$ cat src/rtl/bcd_div11_range_scanner_if.sv
// Scan request/result bundle for the BCD divisible-by-11 range scanner.
// master = requester (start, range, hold, abort); slave = scanner (status and hit stream).
interface bcd_div11_range_scanner_if #(
   parameter int COUNT_W = 10
);
   logic               start;
   logic [15:0]        start_val;
   logic [15:0]        end_val;
   logic               hold;
   logic               abort;
   logic               busy;
   logic               done;
   logic               err;
   logic               hit_valid;
   logic [15:0]        hit_val;
   logic [COUNT_W-1:0] hit_count;

   modport master (
      output start, start_val, end_val, hold, abort,
      input  busy, done, err, hit_valid, hit_val, hit_count
   );

   modport slave (
      input  start, start_val, end_val, hold, abort,
      output busy, done, err, hit_valid, hit_val, hit_count
   );
endinterface

$ cat src/rtl/bcd_div11_range_scanner.sv
// Sweeps a packed-BCD range one value per clock and streams multiples of 11; done at start+N+2.
// hold freezes the sweep without losing values; abort ends early with the partial count kept.
module bcd_div11_range_scanner #(
   parameter int COUNT_W = 10
) (
   input  logic                      clk,
   input  logic                      rst_n,
   bcd_div11_range_scanner_if.slave  bus
);

   typedef enum logic [1:0] {IDLE, CHECK, SCAN, DONE} state_t;

   state_t             state;
   logic [15:0]        cur_val;
   logic [15:0]        end_reg;
   logic               busy_r;
   logic               done_r;
   logic               err_r;
   logic               hit_valid_r;
   logic [15:0]        hit_val_r;
   logic [COUNT_W-1:0] hit_count_r;

   logic               cur_hit;
   logic               range_ok;
   logic [COUNT_W-1:0] count_inc;

   function automatic logic is_bcd(input logic [15:0] v);
      return (v[3:0] <= 4'd9) && (v[7:4] <= 4'd9) &&
             (v[11:8] <= 4'd9) && (v[15:12] <= 4'd9);
   endfunction

   // Alternating digit sum lies in -18..+18, so only 0 and +/-11 mark a multiple.
   function automatic logic div11(input logic [15:0] v);
      logic signed [5:0] s;
      s = $signed({2'b00, v[3:0]}) + $signed({2'b00, v[11:8]})
        - $signed({2'b00, v[7:4]}) - $signed({2'b00, v[15:12]});
      return (s == 6'sd0) || (s == 6'sd11) || (s == -6'sd11);
   endfunction

   function automatic logic [15:0] bcd_inc(input logic [15:0] v);
      logic [15:0] r;
      logic        carry;
      r     = v;
      carry = 1'b1;
      for (int i = 0; i < 4; i++) begin
         if (carry) begin
            if (r[4*i +: 4] == 4'd9) begin
               r[4*i +: 4] = 4'd0;
            end else begin
               r[4*i +: 4] = r[4*i +: 4] + 4'd1;
               carry       = 1'b0;
            end
         end
      end
      return r;
   endfunction

   // For valid BCD the numeric order is the plain binary order of the packed word.
   assign cur_hit   = div11(cur_val);
   assign range_ok  = is_bcd(cur_val) && is_bcd(end_reg) && (cur_val <= end_reg);
   assign count_inc = (hit_count_r == {COUNT_W{1'b1}}) ? hit_count_r
                                                       : hit_count_r + 1'b1;

   always_ff @(posedge clk or negedge rst_n) begin
      if (!rst_n) begin
         state       <= IDLE;
         cur_val     <= '0;
         end_reg     <= '0;
         busy_r      <= 1'b0;
         done_r      <= 1'b0;
         err_r       <= 1'b0;
         hit_valid_r <= 1'b0;
         hit_val_r   <= '0;
         hit_count_r <= '0;
      end else begin
         done_r      <= 1'b0;
         hit_valid_r <= 1'b0;
         case (state)
            IDLE: begin
               if (bus.start) begin
                  cur_val     <= bus.start_val;
                  end_reg     <= bus.end_val;
                  hit_count_r <= '0;
                  err_r       <= 1'b0;
                  busy_r      <= 1'b1;
                  state       <= CHECK;
               end
            end
            CHECK: begin
               if (bus.abort) begin
                  busy_r <= 1'b0;
                  done_r <= 1'b1;
                  state  <= DONE;
               end else if (!range_ok) begin
                  err_r  <= 1'b1;
                  busy_r <= 1'b0;
                  done_r <= 1'b1;
                  state  <= DONE;
               end else begin
                  state <= SCAN;
               end
            end
            SCAN: begin
               // abort overrides hold, and the value under test on that cycle still counts
               if (bus.abort || !bus.hold) begin
                  if (cur_hit) begin
                     hit_valid_r <= 1'b1;
                     hit_val_r   <= cur_val;
                     hit_count_r <= count_inc;
                  end
                  if (bus.abort || (cur_val == end_reg)) begin
                     busy_r <= 1'b0;
                     done_r <= 1'b1;
                     state  <= DONE;
                  end else begin
                     cur_val <= bcd_inc(cur_val);
                  end
               end
            end
            DONE: begin
               state <= IDLE;
            end
            default: begin
               state <= IDLE;
            end
         endcase
      end
   end

   assign bus.busy      = busy_r;
   assign bus.done      = done_r;
   assign bus.err       = err_r;
   assign bus.hit_valid = hit_valid_r;
   assign bus.hit_val   = hit_val_r;
   assign bus.hit_count = hit_count_r;

endmodule

$ cat src/flat_wrapper.sv
// flat-port wrapper written by rule: the top's interface ports become plain ports
module bcd_div11_range_scanner_flat 
#(
   parameter int COUNT_W = 10
)
  (clk, rst_n, bus_start, bus_start_val, bus_end_val, bus_hold, bus_abort, bus_busy, bus_done, bus_err, bus_hit_valid, bus_hit_val, bus_hit_count);
  bcd_div11_range_scanner_if #(.COUNT_W(COUNT_W)) bus_i ();
  input  logic clk;
  input  logic rst_n;
  input wire logic [$bits(bus_i.start)-1:0] bus_start;
  input wire logic [$bits(bus_i.start_val)-1:0] bus_start_val;
  input wire logic [$bits(bus_i.end_val)-1:0] bus_end_val;
  input wire logic [$bits(bus_i.hold)-1:0] bus_hold;
  input wire logic [$bits(bus_i.abort)-1:0] bus_abort;
  output wire logic [$bits(bus_i.busy)-1:0] bus_busy;
  output wire logic [$bits(bus_i.done)-1:0] bus_done;
  output wire logic [$bits(bus_i.err)-1:0] bus_err;
  output wire logic [$bits(bus_i.hit_valid)-1:0] bus_hit_valid;
  output wire logic [$bits(bus_i.hit_val)-1:0] bus_hit_val;
  output wire logic [$bits(bus_i.hit_count)-1:0] bus_hit_count;
  assign bus_i.start = bus_start;
  assign bus_i.start_val = bus_start_val;
  assign bus_i.end_val = bus_end_val;
  assign bus_i.hold = bus_hold;
  assign bus_i.abort = bus_abort;
  assign bus_busy = bus_i.busy;
  assign bus_done = bus_i.done;
  assign bus_err = bus_i.err;
  assign bus_hit_valid = bus_i.hit_valid;
  assign bus_hit_val = bus_i.hit_val;
  assign bus_hit_count = bus_i.hit_count;
  bcd_div11_range_scanner #(.COUNT_W(COUNT_W)) u_core (.clk(clk), .rst_n(rst_n), .bus(bus_i));
endmodule
$ cat config.mk
export PLATFORM = sky130hd
export DESIGN_NAME = bcd_div11_range_scanner_flat
export DESIGN_NICKNAME = d
export VERILOG_FILES = /design/src/rtl/bcd_div11_range_scanner_if.sv /design/src/rtl/bcd_div11_range_scanner.sv /design/src/flat_wrapper.sv
export SDC_FILE = /design/constraint.sdc
export NUM_CORES = 1
export LEC_CHECK = 0
export ABC_AREA = 1
export CELL_PAD_IN_SITES_DETAIL_PLACEMENT = 1
export CELL_PAD_IN_SITES_GLOBAL_PLACEMENT = 1
export CORE_MARGIN = 2
export CORE_UTILIZATION = 36
export CTS_CLUSTER_SIZE = 28
export DETAILED_ROUTE_END_ITERATION = 10
export PLACE_DENSITY = 0.84
export SLEW_MARGIN = 20
export SYNTH_ARGS = -nofsm -noshare
export SYNTH_HDL_FRONTEND = slang
export SYNTH_SLANG_ARGS = --single-unit
$ cat constraint.sdc
create_clock -name clk -period 3.48 [get_ports clk]
set_input_delay 0.87 -clock clk [delete_from_list [all_inputs] [get_ports clk]]
set_output_delay 0.87 -clock clk [all_outputs]
set_load 0.02 [all_outputs]
-- After elaboration in Yosys (flattened, before gate mapping)
Index checks and enable logic that the tools add are counted.
- word-level logic and storage cells: 134
- bits in registers: 64
- input bits: 37
- output and inout bits: 30
- $add $sub $neg: 8
- eq/ne operators: 23
- order comparisons: 9
- reductions and logical operators: 28
- mux-type cells: 54
- operator list (kind ; count):
    $mux W16 ; 3
    $mux W10 ; 4
    $le A4 B4 Y1 const B ; 8
    $pmux W16 S2 ; 1
    $mux W1 ; 30
    $mux W4 ; 7
    $reduce_and A5 Y1 ; 5
    $pmux W10 S2 ; 1
    $add A4 B1 Y4 const B ; 4
    $eq A16 B16 Y1 ; 1
    $eq A4 B4 Y1 const B ; 4
    $le A16 B16 Y1 ; 1
    $eq A6 B5 Y1 const B ; 2
    $ne A2 B1 Y1 const B ; 6
    $sub A6 B5 Y6 ; 2
    $add A10 B1 Y10 const B ; 1
    $eq A10 B10 Y1 const B ; 1
    $ne A2 B2 Y1 const B ; 5
    $logic_and A1 B1 Y1 ; 8
    $mux W2 ; 4
    $pmux W2 S4 ; 1
    $reduce_and A4 Y1 ; 2
    $logic_not A6 Y1 ; 1
    $reduce_and A3 Y1 ; 2
    12 further kinds ; 18

-- Longest topological paths before layout
Gate-level depths: netlist of run 1.
- depth in word-level cells: 17
- depth in mapped cells: 19

-- Worst setup path after synthesis of run 1
No wires, ideal clock.
- kind: flip-flop to flip-flop
- from: reg u_core.cur_val[8]
- to: reg u_core.hit_val_r[6] (netlist: u_core.bus.hit_val[6])
- buffers on the path: 1
- arrival time: 3.170 ns
- period minus slack after synthesis: 3.289 ns
- cell stages (with the launch flop): 19
- setup slack: 0.191 ns
- library setup time: 0.119 ns
- cells stage by stage: dfrtp_1 > ha_1 > inv_1 > fa_1 > xor2_1 > fa_1 > inv_1 > ha_1 > a21oi_2 > nand2_1 > nand2_1 > nand2_2 > nor2_1 > nand4_1 > nand2_2 > nand2_4 > buf_6 > nand2_1 > o21ai_2
- word-level cells in the longest chain between the ends: 7
- ends and longest elaborated chain (what ; RTL line ; source):
    start: declaration ; bcd_div11_range_scanner.sv:14 ; logic [15:0] cur_val;
    start signal: assignment ; bcd_div11_range_scanner.sv:81 ; cur_val <= bus.start_val;
    start signal: assignment ; bcd_div11_range_scanner.sv:116 ; cur_val <= bcd_inc(cur_val);
    $add A4 B4 Y5 * ; bcd_div11_range_scanner.sv:35 ; s = $signed({2'b00, v[3:0]}) + $signed({2'b00, v[11:8]})
    $sub A6 B5 Y6 * (2 in series) ; bcd_div11_range_scanner.sv:36 ; - $signed({2'b00, v[7:4]}) - $signed({2'b00, v[15:12]});
    $eq A6 B5 Y1 or $logic_not A6 Y1 (tied branches) ; bcd_div11_range_scanner.sv:37 ; return (s == 6'sd0) || (s == 6'sd11) || (s == -6'sd11);
    $logic_or A1 B1 Y1 ; bcd_div11_range_scanner.sv:37 ;
    $logic_or A1 B1 Y1 * ; bcd_div11_range_scanner.sv:37 ;
    $reduce_and A3 Y1 (no source line) * ; -- ;
    end signal: assignment ; bcd_div11_range_scanner.sv:108 ; hit_val_r <= cur_val;
    end: declaration ; bcd_div11_range_scanner.sv:20 ; logic [15:0] hit_val_r;
Every way passes the cells marked *; elsewhere a longest branch is shown, timed or not.
A chain may end at the register's enable or synchronous reset.

-- Final worst setup path of run 1
- from: reg u_core.cur_val[0]
- to: reg u_core.hit_val_r[0] (netlist: u_core.bus.hit_val[0])
- word-level cells in the longest chain between the ends: 7
- ends and longest elaborated chain (what ; RTL line):
    $add A4 B4 Y5 ; bcd_div11_range_scanner.sv:35
    $sub A6 B5 Y6 (2 in series) ; bcd_div11_range_scanner.sv:36
    $eq A6 B5 Y1 or $logic_not A6 Y1 (tied branches) ; bcd_div11_range_scanner.sv:37
    $logic_or A1 B1 Y1 (2 in series) ; bcd_div11_range_scanner.sv:37
    $reduce_and A3 Y1 (no source line) ; --
Several ways; a longest one is shown, not always the timed one.

==> impl_metrics.csv, run 1 <==
group,metric,value,unit
synth,synth_area,4150,um^2
final_layout,synthToLayoutAreaGrowth,35.2,%
synth,syn-num-nets,599,
placement,io_buffers,66,
synth,yosysTopAreaCell,"dfrtp_1",
worst_setup_path,crit_buf_inv,3,
worst_setup_path,critPathTopFamily,"adder cells",
floorplanning,initial_core_util,36.7,%
sta,period_needed,3560,ps
worst_setup_path,cp_slowest_cell,"fa_1",
synth,ys.flop_type,"dfrtp_1",
clock_network,clk_path_buf_depth,2,
clock_network,cts_tree,"done",
synth,synth_cells,528,
sta,period_share,102,%
synth,ys_top_cells_by_area,"dfrtp_1, nand2_1, ha_1, inv_1, a21oi_1",
sta,slew_headroom,-24.3,%
sta,setup_viol,25,
global_route,antenna_found_initial,0,
final_layout,fin_util,49.6,%
global_route,grt_pass1_wl,20.9,mm
worst_setup_path,max_stage_delay,550,ps
final_layout,antenna_cells,0,
sta,tightest_slew,1860,ps
sta,skew,7.54,ps
sta,clock.fmax,0.281,GHz
sta,final_hold_viol_count,0,
routing,drc,0,
floorplanning,dieArea,12400,um^2
worst_hold_path,worstHoldPathType,"flip-flop to flip-flop",
final_layout,nets,687,
placement,hpwlAfterDp,9.17,mm
synth,synth_cell_types,38,
synth,synth-seq-cells,64,
synth,ys_async_sr_fraction,100,%
final_layout,fillerInstances,1371,
clock_network,ctsRootBufferMaster,"clkbuf_16",
worst_setup_path,cp_max_fo,5,
global_route,grt_max_degree,65,
clock_network,numCtsBuffers,9,
worst_setup_path,cp-end-kind,"flip-flop",
synth,avgSynthCellArea,7.86,um^2
routing,wirelength,14.1,mm
routing,postRouteAntennaNets,0,
run_status,status,"complete, but fails checks",
worst_setup_path,critPathKind,"flip-flop to flip-flop",
floorplanning,rows,39,
clock_network,clkTransAtPathRegs,50,ps
synth,synth_top_area_share,38.6,%
placement,place.gp.congestion,0.818,
worst_setup_path,path_cells,"ha_2, inv_1, fa_2, xor2_2, fa_1, inv_1, ha_4, a21oi_2, nand2_1, nand2_1, nand2_2, nor2_1, nand4_1, buf_6, nand2_8, nand2_4, nand2_2, o21ai_2",
run_status,failed_checks,"max-capacitance violations, max-slew violations, negative setup slack",
floorplanning,ios,67,
routing,vias_per_cell,5.39,
clock_network,clk_latency,340,ps
worst_setup_path,arrival,3780,ps
synth,synth_edf_count,0,
global_route,grt_util_all_layers,21.0,%
clock_network,cts_sinks,64,
clock_network,htreeDepth,3,
sta,timing.final.ws_setup,-78.2,ps
job,maxCapViolCount,1,
worst_setup_path,required,3700,ps
sta,finalSetupTns,-646,ps
routing,dr.pass1.iters,4,
routing,post_drt_wl_per_cell,18.5,um
routing,vias,4114,
global_route,grt_overflow,0,
floorplanning,die_w,111,um
sta,report.final.slew_viol_count,7,
synth,yosysWarningCount,0,
routing,drt-initial-drc-count,179,
floorplanning,die_y,111,um
synth,seq_area_frac_synth,38.6,%
global_route,grt_pass1_vias,4394,
floorplanning,core,11300,um^2
final_layout,drive_above_1_share,16.9,%
worst_setup_path,worstSetupStartpointType,"flip-flop",
## routing by layer
layer  vias to the layer above  track usage, %  routed length, um
li1                       1901               -                  -
met5                         -               0                  0
met1                      2039            23.1               5500
met2                       126            38.5               7450
met3                        48            3.76                625
met4                         0            10.8                536
## through the flow
| stage | worst slack [ps] | std cells | area (um^2) | hold slack (ps) |
|---|---|---|---|---|
| 3_5_place_dp | -61.6 | 738 | 5010 | 475 |
| 4_1_cts | -20.5 | 753 | 5340 | 488 |
| 2_1_floorplan | 191 | 528 | 4150 | 478 |
| 5_1_grt | -236 | 763 | 5610 | 511 |
| 6_report | -78.2 | 763 | 5610 | 487 |
| 3_3_place_gp | 91.9 | 738 | 5010 | 463 |
## placed cells by master (no fill, tap or decap), types with 5 or more instances in the layout
master,synthesis,routed
nand3_1,28,27
dfrtp_1,64,63
nor2_1,44,43
nand2_2,5,16
buf_4,2,21
ha_1,29,25
xor2_1,9,7
nand4_1,16,16
clkbuf_16,0,9
o21ai_2,17,17
nand2_1,133,118
o21ai_0,28,28
a21oi_1,35,33
nand2_4,1,5
inv_1,64,63
clkdlybuf4s50_1,0,65
## cells in the mapped netlist (2+ instances only)
master      n
nand2_1   133
nand3_1    28
dfrtp_1    64
nor2_2      2
nand3b_1    3
buf_2       4
fa_1        5
inv_1      64
xor2_1      9
o21ai_2    17
nor2_1     44
clkbuf_1    5
o21ai_1     4
buf_4       2
buf_6       4
nor3b_1     3
nand4_1    16
nand3_2     3
nor3_1      4
nand2_2     5
a21oi_1    35
xnor2_1     3
ha_1       29
o21ai_0    28
## cells by family after synthesis
kind of cell	Yosys count	synth area share, %
AND/OR/NAND/NOR	246	26.2
AO/OA/AOI/OAI	91	13.0
buffers and inverters	80	8.26
flip-flops	64	38.6
adder cells (fa/ha/maj)	34	11.2
XOR/XNOR	12	2.53
multiplexers	1	0.271
## worst reg2reg max path, stage by stage, from the launching register on
cell and delay, ps:
dfrtp_1 380, ha_2 200, inv_1 60, fa_2 390, xor2_2 170, fa_1 550
inv_1 80, ha_4 250, a21oi_2 170, nand2_1 120, nand2_1 100, nand2_2 90
nor2_1 120, nand4_1 120, buf_6 160, nand2_8 130, nand2_4 130, nand2_2 170
o21ai_2 60
## final timing paths
path / endpoint / slack [ps] / startpoint / cells after the start
max: u_core.bus.hit_val[0] / -80 / u_core.cur_val[0] / 18
max in group asynchronous: u_core.cur_val[9] / 2120 / rst_n / 2
min reg2reg: u_core.bus.busy / 490 / u_core.bus.busy / 2
min in group asynchronous: u_core.bus.done / 700 / rst_n / 2
max reg2reg: u_core.bus.hit_val[0] / -80 / u_core.cur_val[0] / 18
min: u_core.bus.busy / 490 / u_core.bus.busy / 2
## cell type report
type                            count  area [um^2]  area share, %
Clock buffer                       10          239           4.26
Timing Repair Buffer               88          825           14.7
Clock inverter                      5         81.3           1.45
Sequential cell                    64         1600           28.6
Inverter                           65          248           4.41
Multi-Input combinational cell    388         2440           43.4
Tap cell                          143          179           3.19
## timing repair
action / CTS / global route
hold buffers: 0 / 0
setup buffers: 0 / 6
endpoints found under the setup margin: 26 / 27
gates cloned: 0 / 4
pin swaps: 0 / 17
gates resized for setup: 2 / 38
Power of run 1 is left out: the tool's default activity adds up to more than one toggle a clock period on the data nets, which glitch-free logic cannot reach.
==> run 2: changes to the inputs <==
CORE_UTILIZATION = 43   (was 36)
PLACE_DENSITY = 0.93   (was 0.84)
SETUP_SLACK_MARGIN = 0.4   (was not set)
clock period = 4.6 ns   (was 3.48 ns; I/O delays follow)
==> impl_metrics.csv, run 2 (synthesized netlist as in run 1, its figures left out) <==
group,metric,value,unit
routing,postRouteAntennaNets,0,
clock_network,clk_path_buf_depth,2,
worst_setup_path,rr_startpoint,"u_core.cur_val[8]",
routing,dr.pass1.iters,4,
worst_setup_path,arrival,4230,ps
final_layout,drive_above_1_share,9.05,%
worst_hold_path,whs_path_depth,2,
worst_setup_path,cp_max_fo,33,
sta,report.final.slew_viol_count,0,
global_route,grt_util_all_layers,27.1,%
sta,clock.fmax,0.249,GHz
job,maxCapViolCount,0,
sta,final_hold_viol_count,0,
routing,drc,0,
sta,finalSetupTns,0,ps
placement,io_buffers,66,
global_route,grt_overflow,0,
worst_setup_path,cp-end-kind,"flip-flop",
global_route,grt_max_degree,42,
worst_setup_path,critPathKind,"flip-flop to flip-flop",
worst_hold_path,holdPathEnd,"u_core.bus.err",
pwr,leakage,2.48,nW
pwr,p_switching,0.00237,W
routing,drt-initial-drc-count,217,
pwr,comb_power_share,66.3,%
pwr,peakVddDrop,0.425,mV
sta,slew_headroom,37.0,%
placement,place.gp.congestion,0.934,
clock_network,htreeDepth,3,
pwr,clkPwrFrac,10.9,%
floorplanning,ios,67,
worst_setup_path,worstRegToRegCells,17,
run_status,status,"finished, final reports clean",
worst_setup_path,worstSetupStartpointType,"flip-flop",
routing,wirelength,13.3,mm
floorplanning,rows,35,
clock_network,clk_latency,350,ps
routing,post_drt_wl_per_cell,18.3,um
clock_network,numCtsBuffers,9,
floorplanning,die_w,102,um
final_layout,fin_util,54.8,%
worst_setup_path,r2r_setup_slack,590,ps
sta,setup_viol,0,
floorplanning,die_y,102,um
sta,whs,487,ps
worst_setup_path,r2r-end,"u_core.bus.hit_val[1]",
global_route,grt_pass1_wl,21.6,mm
clock_network,cts_resized,0,
sta,skew,10.9,ps
clock_network,cts_tree,"done",
placement,hpwlAfterDp,9.80,mm
pwr,p_per_area,872,nW/um^2
final_layout,design_area,5080,um^2
floorplanning,core,9280,um^2
final_layout,layout_common_cells,"nand2_1, clkdlybuf4s50_1, inv_1",
pwr,p_sw_share,53.6,%
pwr,p_int,0.00206,W
placement,postPlaceCellArea,4880,um^2
final_layout,nets,663,
routing,vias,3947,
final_layout,final_common_cell,"nand2_1",
clock_network,cts_hold_buf,0,
sta,tightest_slew,945,ps
global_route,grt_pass1_vias,4471,
placement,pre_cts_ws,484,ps
worst_hold_path,worstHoldPathType,"flip-flop to flip-flop",
floorplanning,dieArea,10500,um^2
pwr,seq_power_share,22.8,%
floorplanning,initial_core_util,44.7,%
clock_network,clkTransAtPathRegs,80,ps
sta,timing.final.ws_setup,588,ps
final_layout,synthToLayoutAreaGrowth,22.5,%
clock_network,cts_setup_buffers,0,
worst_setup_path,required,4820,ps
sta,period_needed,4010,ps
worst_hold_path,min_from,"u_core.bus.err",
clock_network,ctsRootBufferMaster,"clkbuf_8",
sta,period_share,87.2,%
sta,rsz0062_at_grt,"false",
final_layout,antenna_cells,0,
routing,vias_per_cell,5.44,
clock_network,cts_sinks,64,
global_route,antenna_found_initial,0,
run 2: per-layer routing:
| metal | wire length [um] | GRT usage [%] | part of all wire [%] | vias to the layer above |
|---|---|---|---|---|
| met5 | 0 | 0 | 0 | - |
| met4 | 438 | 13.6 | 3.3 | 0 |
| met3 | 533 | 3.97 | 4.0 | 38 |
| met2 | 7180 | 50.8 | 54 | 111 |
| met1 | 5160 | 29.6 | 39 | 1947 |
| li1 | - | - | - | 1851 |
run 2: critical path: stages, from the launching register on:
cell	delay (ps)
dfrtp_2	460
ha_1	230
inv_1	90
fa_1	470
xor2_1	200
fa_1	560
inv_1	60
ha_1	370
a21oi_2	190
nand2_1	100
nand2_1	80
nand2_2	70
nor2_1	110
nand4_1	160
nand2_2	140
nand2_4	260
nand2_1	240
o21ai_2	90
run 2: power groups by stage:
stage | combinational, W | sequential, W | clock (W)
after global placement | 0.00256 | 0.000991 | 0
after CTS | 0.00291 | 0.00100 | 0.000488
after global routing | 0.00328 | 0.00103 | 0.000515
final | 0.00294 | 0.00101 | 0.000485
after floorplan | 0.00201 | 0.00101 | 0
after detailed placement | 0.00285 | 0.00101 | 0
run 2: area by class of cell:
class | count | area, um^2
well taps | 129 | 161
inverters | 65 | 244
fillers | 1159 | 4200
clock inverters | 6 | 60.1
repair buffers | 68 | 671
multi-input cells | 384 | 2220
flip-flops and latches | 64 | 1600
clock buffers | 10 | 128
run 2: metrics by stage:
stage | std cells | total power (W)
2_1_floorplan | 528 | 0.00302
3_3_place_gp | 710 | 0.00355
3_5_place_dp | 710 | 0.00386
4_1_cts | 726 | 0.00440
5_1_grt | 726 | 0.00482
6_report | 726 | 0.00443
run 2: how the worst max path moves through the flow:
| stage | startpoint | endpoint | cells past startpoint |
|---|---|---|---|
| global route | u_core.cur_val[8] | u_core.bus.hit_val[1] | 17 |
| floorplan | u_core.cur_val[8] | u_core.bus.hit_val[6] | 18 |
| detailed placement | u_core.cur_val[8] | u_core.bus.hit_count[4] | 17 |
| CTS | u_core.cur_val[8] | u_core.bus.hit_count[4] | 17 |
| finish | u_core.cur_val[8] | u_core.bus.hit_val[1] | 17 |
| global placement | u_core.cur_val[8] | u_core.bus.hit_count[5] | 17 |
Note: power is estimated with default switching activity, not from simulation.
==> run 3: changes to the inputs <==
CTS_CLUSTER_SIZE = not set   (was 28)
PLACE_DENSITY = not set   (was 0.93)
PLACE_DENSITY_LB_ADDON = 0.1   (was not set)
==> impl_metrics.csv, run 3 (synthesized netlist as in run 1, its figures left out) <==
group,metric,value,unit
global_route,grt_util_all_layers,23.5,%
pwr,p_int,0.00204,W
clock_network,cts_setup_buffers,0,
run_status,status,"finished, final reports clean",
worst_setup_path,rr_startpoint,"u_core.cur_val[8]",
worst_setup_path,r2r-end,"u_core.bus.hit_count[5]",
global_route,grt_busiest_layer,"met2",
pwr,p_switching,0.00220,W
clock_network,cts_hold_buf,0,
pwr,leakage,2.49,nW
worst_setup_path,required,4840,ps
worst_setup_path,cp-end-kind,"flip-flop",
final_layout,nets,664,
sta,slew_headroom,36.3,%
clock_network,numCtsBuffers,9,
global_route,grt_max_degree,38,
clock_network,clkTransAtPathRegs,80,ps
final_layout,antenna_cells,0,
routing,drc,0,
final_layout,synthToLayoutAreaGrowth,22.5,%
floorplanning,ios,67,
floorplanning,initial_core_util,44.7,%
clock_network,clk_latency,350,ps
final_layout,layout_common_cells,"nand2_1, clkdlybuf4s50_1, inv_1, dfrtp_1, nor2_1",
pwr,seq_power_share,23.7,%
worst_setup_path,arrival,4080,ps
clock_network,ctsRootBufferMaster,"clkbuf_8",
placement,io_buffers,66,
sta,clock.fmax,0.261,GHz
worst_setup_path,worstSetupStartpointType,"flip-flop",
global_route,grt_overflow,0,
worst_setup_path,critPathLaunch,"u_core.cur_val[8]",
routing,drt-initial-drc-count,99,
final_layout,design_area,5080,um^2
floorplanning,rows,35,
placement,hpwlAfterDp,8.60,mm
global_route,grt_util_met2,41.9,%
pwr,peakVddDrop,0.453,mV
routing,vias_per_cell,5.18,
clock_network,cts_tree,"done",
pwr,p_sw_share,51.9,%
worst_setup_path,endpoint,"u_core.bus.hit_count[5]",
worst_setup_path,cp_max_fo,11,
sta,tightest_slew,954,ps
sta,final_hold_viol_count,0,
final_layout,final_common_cell,"nand2_1",
floorplanning,die_y,102,um
routing,post_drt_wl_per_cell,15.8,um
pwr,p_per_area,834,nW/um^2
job,maxCapViolCount,0,
global_route,gr-usage-met3,3.76,%
floorplanning,core,9280,um^2
global_route,met1_usage,29.2,%
routing,postRouteAntennaNets,0,
worst_setup_path,r2r_setup_slack,760,ps
clock_network,cts_sinks,64,
worst_setup_path,critPathKind,"flip-flop to flip-flop",
sta,report.final.slew_viol_count,0,
final_layout,drive_above_1_share,9.03,%
routing,dr.pass1.iters,4,
sta,period_needed,3840,ps
global_route,grt_pass1_vias,4013,
sta,period_share,83.4,%
clock_network,clk_path_buf_depth,2,
global_route,grt_pass1_wl,19.0,mm
sta,skew,9.62,ps
pwr,clkPwrFrac,11.3,%
routing,vias,3766,
sta,finalSetupTns,0,ps
global_route,antenna_found_initial,0,
pwr,comb_power_share,65.0,%
worst_setup_path,worstRegToRegCells,17,
routing,wirelength,11.5,mm
pwr,total_power,0.00424,W
clock_network,htreeDepth,3,
floorplanning,dieArea,10500,um^2
sta,setup_viol,0,
worst_hold_path,worstHoldPathType,"flip-flop to flip-flop",
placement,postPlaceCellArea,4890,um^2
placement,place.gp.congestion,0.903,
floorplanning,die_w,102,um
sta,rsz0062_at_grt,"false",
run 3: changes by cell type in the layout (fill, tap and decap cells not counted):
cell,change
buf_4,+1
dfrtp_1,+1
dfrtp_2,-1
nand3_2,+1
nand3_4,-1
run 3: timing repair:
action | 4_1_cts | 5_1_grt
endpoints found under the hold margin | 0 | 0
gates resized for setup | 0 | 1
setup endpoints to repair | 0 | 10
run 3: worst min path at each step:
stage | slack, ps | start | end | depth (start not counted)
CTS | 480 | u_core.bus.err | u_core.bus.err | 2
detailed placement | 460 | u_core.bus.err | u_core.bus.err | 2
global placement | 460 | u_core.bus.busy | u_core.bus.busy | 2
global route | 510 | u_core.bus.hit_val[11] | u_core.bus.hit_val[11] | 2
finish | 470 | u_core.bus.err | u_core.bus.err | 2
floorplan | 480 | u_core.state[1] | u_core.state[1] | 2
run 3: power by group through the flow:
stage / clock network, W / registers (W) / logic (W)
global placement: 0 / 0.00100 / 0.00259
global route: 0.000515 / 0.00104 / 0.00311
finish: 0.000481 / 0.00100 / 0.00275
CTS: 0.000493 / 0.00101 / 0.00278
detailed placement: 0 / 0.00101 / 0.00274
floorplan: 0 / 0.00101 / 0.00201
run 3: critical path, stage by stage, from the launching register on:
cell and delay (ps):
dfrtp_1 490, ha_1 220, inv_1 60, fa_1 460, xor2_1 190, fa_1 540, inv_1 50, ha_1 370
a21oi_2 180, nand2_1 80, nand2_1 70, nand2_2 80, nor2_1 100, nand4_1 150, nand3_2 260, nand3_2 250
nand2_1 130, nand2_1 60
run 3: per-layer routing:
layer / up-vias / share of wire, %
li1: 1855 / -
met1: 1821 / 44
met2: 73 / 51
met3: 17 / 3.7
met4: 0 / 1.5
met5: - / 0
run 3: layout make-up:
| class | instances | area [um^2] |
|---|---|---|
| Clock buffer | 10 | 128 |
| Clock inverter | 6 | 60.1 |
| Fill cell | 1190 | 4200 |
| Inverter | 65 | 244 |
| Multi-Input combinational cell | 384 | 2210 |
| Sequential cell | 64 | 1600 |
| Tap cell | 129 | 161 |
| Timing Repair Buffer | 69 | 678 |
run 3: through the flow:
| stage | hold WS [ps] | setup WS (ps) | utilization, % | cells |
|---|---|---|---|---|
| detailed placement | 462 | 594 | 52.7 | 711 |
| floorplan | 478 | 1310 | - | 528 |
| CTS | 482 | 580 | 54.7 | 727 |
| global placement | 458 | 805 | 52.7 | 711 |
| finish | 474 | 763 | 54.8 | 727 |
| global route | 513 | 507 | 54.8 | 727 |
